===== config.mk =====
export PLATFORM = sky130hd
export DESIGN_NAME = clock_display_scan_flat
export DESIGN_NICKNAME = d
export VERILOG_FILES = /design/src/rtl/clock_disp_pkg.sv /design/src/rtl/clock_display_scan_if.sv /design/src/rtl/clock_seg_decoder.sv /design/src/rtl/clock_display_scan.sv /design/src/flat_wrapper.sv
export SDC_FILE = /design/constraint.sdc
export NUM_CORES = 1
export LEC_CHECK = 0
export ABC_AREA = 1
export BUFFER_PORTS_ARGS = -buffer_cell sky130_fd_sc_hd__buf_4
export CAP_MARGIN = 20
export CELL_PAD_IN_SITES_DETAIL_PLACEMENT = 1
export CELL_PAD_IN_SITES_GLOBAL_PLACEMENT = 1
export CORE_ASPECT_RATIO = 0.9
export CORE_MARGIN = 2
export CORE_UTILIZATION = 46
export CTS_CLUSTER_SIZE = 40
export DETAILED_ROUTE_END_ITERATION = 7
export PLACE_DENSITY = 0.95
export SYNTH_ARGS = -nofsm -noshare
export SYNTH_HDL_FRONTEND = slang
export SYNTH_SLANG_ARGS = --single-unit

===== constraint.sdc =====
create_clock -name clk -period 6.2 [get_ports clk]
set_clock_uncertainty 0.2 [all_clocks]
set_input_delay 0.31 -clock clk [delete_from_list [all_inputs] [get_ports clk]]
set_output_delay 0.31 -clock clk [all_outputs]
set_load 0.005 [all_outputs]

===== src/rtl/clock_disp_pkg.sv =====
// ============================================================================
// clock_disp_pkg - digit indices, segment codes and time helpers. Rev 1.0
// ============================================================================
`default_nettype none

package clock_disp_pkg;

   typedef enum logic [1:0] {
      DIG_SEC_U = 2'd0,
      DIG_SEC_T = 2'd1,
      DIG_MIN_U = 2'd2,
      DIG_MIN_T = 2'd3
   } digit_e;

   // Active-low segment codes, bit order {g,f,e,d,c,b,a}
   localparam logic [6:0] SEG_0     = 7'h40;
   localparam logic [6:0] SEG_1     = 7'h79;
   localparam logic [6:0] SEG_2     = 7'h24;
   localparam logic [6:0] SEG_3     = 7'h30;
   localparam logic [6:0] SEG_4     = 7'h19;
   localparam logic [6:0] SEG_5     = 7'h12;
   localparam logic [6:0] SEG_6     = 7'h02;
   localparam logic [6:0] SEG_7     = 7'h78;
   localparam logic [6:0] SEG_8     = 7'h00;
   localparam logic [6:0] SEG_9     = 7'h10;
   localparam logic [6:0] SEG_DASH  = 7'h3F;
   localparam logic [6:0] SEG_BLANK = 7'h7F;

   function automatic logic is_valid_time(input logic [5:0] value);
      return (value <= 6'd59);
   endfunction

endpackage

`default_nettype wire


===== src/rtl/clock_display_scan_if.sv =====
// ============================================================================
// clock_display_scan_if - time inputs and display pin bundle. Rev 1.0
// ============================================================================
`default_nettype none

interface clock_display_scan_if;
   logic [5:0] seconds;
   logic [5:0] minutes;
   logic [6:0] seg_n;
   logic [3:0] an_n;
   logic       dp_n;

   modport master (
      output seconds,
      output minutes,
      input  seg_n,
      input  an_n,
      input  dp_n
   );

   modport slave (
      input  seconds,
      input  minutes,
      output seg_n,
      output an_n,
      output dp_n
   );
endinterface

`default_nettype wire


===== src/rtl/clock_seg_decoder.sv =====
// ============================================================================
// clock_seg_decoder - BCD digit to active-low 7-segment code. Rev 1.0
// ============================================================================
`default_nettype none

module clock_seg_decoder
   import clock_disp_pkg::*;
(
   input  logic [3:0] value,
   input  logic       dash,
   input  logic       blank,
   output logic [6:0] seg_n
);

   always_comb begin
      seg_n = SEG_BLANK;
      if (blank) begin
         seg_n = SEG_BLANK;
      end else if (dash) begin
         seg_n = SEG_DASH;
      end else begin
         case (value)
            4'd0:    seg_n = SEG_0;
            4'd1:    seg_n = SEG_1;
            4'd2:    seg_n = SEG_2;
            4'd3:    seg_n = SEG_3;
            4'd4:    seg_n = SEG_4;
            4'd5:    seg_n = SEG_5;
            4'd6:    seg_n = SEG_6;
            4'd7:    seg_n = SEG_7;
            4'd8:    seg_n = SEG_8;
            4'd9:    seg_n = SEG_9;
            default: seg_n = SEG_BLANK;
         endcase
      end
   end

endmodule

`default_nettype wire


===== src/rtl/clock_display_scan.sv =====
// ============================================================================
// clock_display_scan - 4-digit multiplexed MM.SS display scanner. Rev 1.0
// ============================================================================
`default_nettype none

module clock_display_scan
   import clock_disp_pkg::*;
#(
   parameter int unsigned REFRESH_DIV = 50000,
   parameter bit          BLANK_LZ    = 1'b0
) (
   input  logic                 clk,
   input  logic                 reset,
   clock_display_scan_if.slave  disp
);

   localparam int unsigned      PRE_W   = (REFRESH_DIV > 1) ? $clog2(REFRESH_DIV) : 1;
   localparam logic [PRE_W-1:0] PRE_MAX = PRE_W'(REFRESH_DIV - 1);

   logic [PRE_W-1:0] prescaler;
   digit_e           digit;
   logic             init;
   logic [5:0]       snap_sec;
   logic [5:0]       snap_min;
   logic [6:0]       seg_reg;
   logic [3:0]       an_reg;
   logic             dp_reg;

   logic             tick;
   logic [3:0]       value;
   logic             dash;
   logic             blank;
   logic [6:0]       seg_next;
   logic [3:0]       an_next;
   logic             dp_next;

   assign tick = (prescaler == PRE_MAX);

   always_comb begin
      value = 4'd0;
      dash  = 1'b0;
      blank = 1'b0;
      case (digit)
         DIG_SEC_U: begin
            value = 4'(snap_sec % 6'd10);
            dash  = !is_valid_time(snap_sec);
         end
         DIG_SEC_T: begin
            value = 4'(snap_sec / 6'd10);
            dash  = !is_valid_time(snap_sec);
         end
         DIG_MIN_U: begin
            value = 4'(snap_min % 6'd10);
            dash  = !is_valid_time(snap_min);
         end
         DIG_MIN_T: begin
            value = 4'(snap_min / 6'd10);
            dash  = !is_valid_time(snap_min);
            blank = BLANK_LZ && (value == 4'd0);
         end
         default: begin
            value = 4'd0;
         end
      endcase
   end

   clock_seg_decoder u_decoder (
      .value (value),
      .dash  (dash),
      .blank (blank),
      .seg_n (seg_next)
   );

   assign an_next = ~(4'b0001 << digit);
   assign dp_next = !((digit == DIG_MIN_U) && !snap_sec[0]);

   // Prescaler and digit hold during the init load so the first slot is full length
   always_ff @(posedge clk) begin
      if (!reset) begin
         prescaler <= '0;
         digit     <= DIG_SEC_U;
         init      <= 1'b1;
         snap_sec  <= 6'd0;
         snap_min  <= 6'd0;
         seg_reg   <= SEG_BLANK;
         an_reg    <= 4'hF;
         dp_reg    <= 1'b1;
      end else if (init) begin
         init      <= 1'b0;
         snap_sec  <= disp.seconds;
         snap_min  <= disp.minutes;
         seg_reg   <= SEG_BLANK;
         an_reg    <= 4'hF;
         dp_reg    <= 1'b1;
      end else begin
         prescaler <= tick ? '0 : prescaler + PRE_W'(1);
         if (tick) begin
            digit <= digit_e'(digit + 2'd1);
         end
         if (tick && (digit == DIG_MIN_T)) begin
            snap_sec <= disp.seconds;
            snap_min <= disp.minutes;
         end
         seg_reg <= seg_next;
         an_reg  <= an_next;
         dp_reg  <= dp_next;
      end
   end

   assign disp.seg_n = seg_reg;
   assign disp.an_n  = an_reg;
   assign disp.dp_n  = dp_reg;

endmodule

`default_nettype wire


===== src/flat_wrapper.sv =====
// flat-port wrapper written by rule: the top's interface ports become plain ports
module clock_display_scan_flat import clock_disp_pkg::*;
#(
   parameter int unsigned REFRESH_DIV = 50000,
   parameter bit          BLANK_LZ    = 1'b0
)
  (clk, reset, disp_seconds, disp_minutes, disp_seg_n, disp_an_n, disp_dp_n);
  clock_display_scan_if disp_i ();
  input  logic clk;
  input  logic reset;
  input wire logic [$bits(disp_i.seconds)-1:0] disp_seconds;
  input wire logic [$bits(disp_i.minutes)-1:0] disp_minutes;
  output wire logic [$bits(disp_i.seg_n)-1:0] disp_seg_n;
  output wire logic [$bits(disp_i.an_n)-1:0] disp_an_n;
  output wire logic [$bits(disp_i.dp_n)-1:0] disp_dp_n;
  assign disp_i.seconds = disp_seconds;
  assign disp_i.minutes = disp_minutes;
  assign disp_seg_n = disp_i.seg_n;
  assign disp_an_n = disp_i.an_n;
  assign disp_dp_n = disp_i.dp_n;
  clock_display_scan #(.REFRESH_DIV(REFRESH_DIV), .BLANK_LZ(BLANK_LZ)) u_core (.clk(clk), .reset(reset), .disp(disp_i));
endmodule

==> impl_metrics.csv <==
group,metric,value,unit
status,status,"complete, no violations",
worst_setup_path,slowest_stage,"ha_1",
pwr,seqPwrFrac,47.3,%
worst_setup_path,critical_path.top_delay_family,"adder cells",
drt,drtIter0Drc,116,
sta,period_share,55.8,%
logic_synthesis,synth-edff-count,0,
clock_network,htree_levels,2,
worst_setup_path,end_kind,"register",
pwr,power,631,µW
floorplanning,io_pins,26,
clock_network,cts_root_buffer,"clkbuf_8",
cells_and_area,final_nets,403,
placed_design,dpl.hpwl,5000,µm
floorplanning,initial_core_util,48.0,%
grt,grt-ovfl-total,0,
logic_synthesis,synth_area,0.00254,mm²
clock_network,cts_resized,0,
pwr,power-per-cell-area,220,mW/mm²
cells_and_area,drive_gt1_share,19.4,%
cells_and_area,area.growth.synth_to_final,12.8,%
sta,slew_viol_final,0,
cells_and_area,nFillCells,708,
logic_synthesis,syn_inst,350,
clock_network,numCtsBuffers,5,
run,maxCapViolCount,0,
grt,grt_pass1_wl,10800,µm
logic_synthesis,synth_ff_type,"dfxtp_1",
sta,post-route-min-period,3.46,ns
grt,track_usage,22.7,%
drt,drc,0,
worst_setup_path,critical_path_peak_fanout,15,
worst_setup_path,worstPathArrival,3.42,ns
drt,drt-wirelength-per-cell,14.3,µm
cells_and_area,num_antenna_cells,0,
grt,antenna_found_initial,0,
sta,slew_headroom,65.4,%
drt,first_pass_iters,4,
pwr,internal_power,429,µW
placed_design,gp_congestion,0.873,
drt,num_vias,2330,
worst_setup_path,path_common_cell,"nand2_1",
floorplanning,core_area,0.00529,mm²
sta,grt_setup_unrepaired,"false",
grt,grt_max_degree,21,
sta,fin_setup_tns,0,ns
pwr,power.leakage,0.00124,µW
worst_setup_path,worstPathRequired,6.17,ns
clock_network,cts_setup_buffers,0,
sta,worst_slew_pin_slew,0.518,ns
placed_design,port_buffers,25,
sta,fmax,0.289,GHz
pwr,irDropWorstVdd,0.137,mV
logic_synthesis,synth-warning-count,0,
cells_and_area,most-common-layout-cells,"nand2_1, inv_1, dfxtp_1, nor2_1, buf_4",
worst_setup_path,crit_type,"reg2reg",
worst_setup_path,slowest_delay,0.51,ns
floorplanning,die_h,74.5,µm
logic_synthesis,ys_ff_latch,43,
floorplanning,rows,25,
clock_network,cts_hold_buf,0,
clock_network,cts_tree,"built",
logic_synthesis,synth_nets,377,
logic_synthesis,yosysUniqueCellTypes,35,
floorplanning,die_x,82.3,µm
cells_and_area,mostFrequentLayoutCell,"nand2_1",
pwr,combinationalPowerShare,24.9,%
logic_synthesis,synthArstFlopShare,0,%
worst_setup_path,cp_cell_sequence,"ha_1, nand2_1, o21ai_1, inv_1, ha_1, nand2_1, o21ai_0, nand2_1, nand2_1, nand2_1, nand2_1, nand2_1, o21ai_1, inv_1, ha_1, inv_1, nand3_1, nand3_1, nand2_1, nand2_1, nand2_1",
sta,setup_viol,0,
clock_network,clock_path_buffers,2,
drt,final_antenna_net_count,0,
drt,routed_via_density,5.25,
logic_synthesis,ys_seq_area_share,33.9,%
grt,grt_pass1_vias,2382,
pwr,clockPowerShare,27.7,%
pwr,switching_share,32.0,%
clock_network,cts_sinks,43,
pwr,switchingPower,202,µW
floorplanning,die-area,0.00613,mm²
clock_network,clock_latency,0.30,ns
worst_setup_path,startpoint_type,"register",
sta,finalHoldViolCount,0,
hold_path,hold_class,"in2reg",
worst_setup_path,cp.buffers_inverters,3,
clock_network,path_clk_slew,0.08,ns
drt,wl,6330,µm
logic_synthesis,avgSynthCellArea,7.25,µm²
-- power by group through the flow --
| stage | clock network [µW] | logic [µW] | registers (µW) |
|---|---|---|---|
| 2_1_floorplan | 0 | 114 | 303 |
| 3_3_place_gp | 0 | 147 | 304 |
| 3_5_place_dp | 0 | 155 | 305 |
| 4_1_cts | 182 | 158 | 299 |
| 5_1_grt | 192 | 176 | 300 |
| 6_report | 175 | 157 | 299 |
-- cell usage after synthesis, types with 2 or more instances --
| master | n | area share [%] |
|---|---|---|
| xor2_1 | 5 | 1.7 |
| nand2_2 | 13 | 3.2 |
| clkbuf_1 | 4 | 0.59 |
| a21oi_1 | 19 | 3.7 |
| nand2_4 | 11 | 4.9 |
| o21a_1 | 2 | 0.59 |
| nand3_2 | 3 | 1.2 |
| or2_2 | 3 | 0.74 |
| inv_2 | 4 | 0.59 |
| o21ai_0 | 24 | 4.7 |
| nor3_1 | 9 | 1.8 |
| dfxtp_1 | 43 | 34 |
| ha_1 | 13 | 6.4 |
| nand3_1 | 21 | 4.1 |
| nor2_1 | 31 | 4.6 |
| inv_1 | 49 | 7.2 |
| nor4_1 | 4 | 0.99 |
| nand4_1 | 7 | 1.7 |
| nand2_1 | 61 | 9.0 |
| o21ai_1 | 8 | 1.6 |
| a21oi_4 | 2 | 1.3 |
-- layer usage --
| metal | up-vias | track usage [%] | share of wire, % |
|---|---|---|---|
| li1 | 1185 | - | - |
| met1 | 1086 | 29.5 | 46 |
| met2 | 45 | 38.3 | 48 |
| met3 | 14 | 3.88 | 3.8 |
| met4 | 0 | 7.41 | 1.8 |
| met5 | - | 0 | 0 |
-- sequential cells by signal, summed over array words and instances, names as in the netlist --
register	cells
u_core.init	1
u_core.disp.dp_n	1
u_core.digit	2
u_core.disp.an_n	4
u_core.prescaler	16
u_core.snap_min	6
u_core.snap_sec	6
u_core.disp.seg_n	7
-- path summary, 6_finish.rpt --
kind                     endpoint  depth (start not counted)  slack, ns            startpoint
max          u_core.disp.seg_n[6]                         21       2.74       u_core.digit[1]
min            u_core.snap_sec[0]                          3       0.03       disp_seconds[0]
max reg2reg  u_core.disp.seg_n[6]                         21       2.74       u_core.digit[1]
min reg2reg  u_core.prescaler[13]                          1       0.27  u_core.prescaler[13]
-- stage by stage --
step	hold WS, ns	instances	cell area, µm²	utilization, %	setup slack, ns
floorplan	0.222	350	2540	-	3.26
global placement	0.243	436	2780	52.6	2.97
detailed placement	0.259	436	2780	52.6	2.83
CTS	0.0271	444	2860	54.2	2.76
global route	0.0354	444	2860	54.2	2.25
finish	0.0328	444	2860	54.2	2.74
-- worst min-delay path: stages --
cell and delay (ns):
buf_4 0.08, nor2_1 0.03, nor2_1 0.08
-- area by class of cell --
| cell class | instances | area (µm²) | area share [%] |
|---|---|---|---|
| Tap cell | 67 | 83.8 | 2.93 |
| Clock buffer | 6 | 72.6 | 2.53 |
| Sequential cell | 43 | 861 | 30.1 |
| Multi-Input combinational cell | 247 | 1440 | 50.2 |
| Timing Repair Buffer | 25 | 188 | 6.55 |
| Inverter | 54 | 210 | 7.34 |
| Clock inverter | 2 | 12.5 | 0.437 |
-- cell families (layout without fill, tap and decap cells) --
kind of cell / after synthesis / count (layout) / share of synthesized area [%]
adders and majority gates: 13 / 13 / 6.41
xor gates and xnor gates: 6 / 6 / 2.07
DFF: 43 / 43 / 33.9
AOI/OAI and AO/OA: 63 / 63 / 14.9
and+or+nand+nor: 165 / 165 / 33.2
buffers and inverters: 60 / 87 / 9.51
Power figures use the tool's default switching activity.
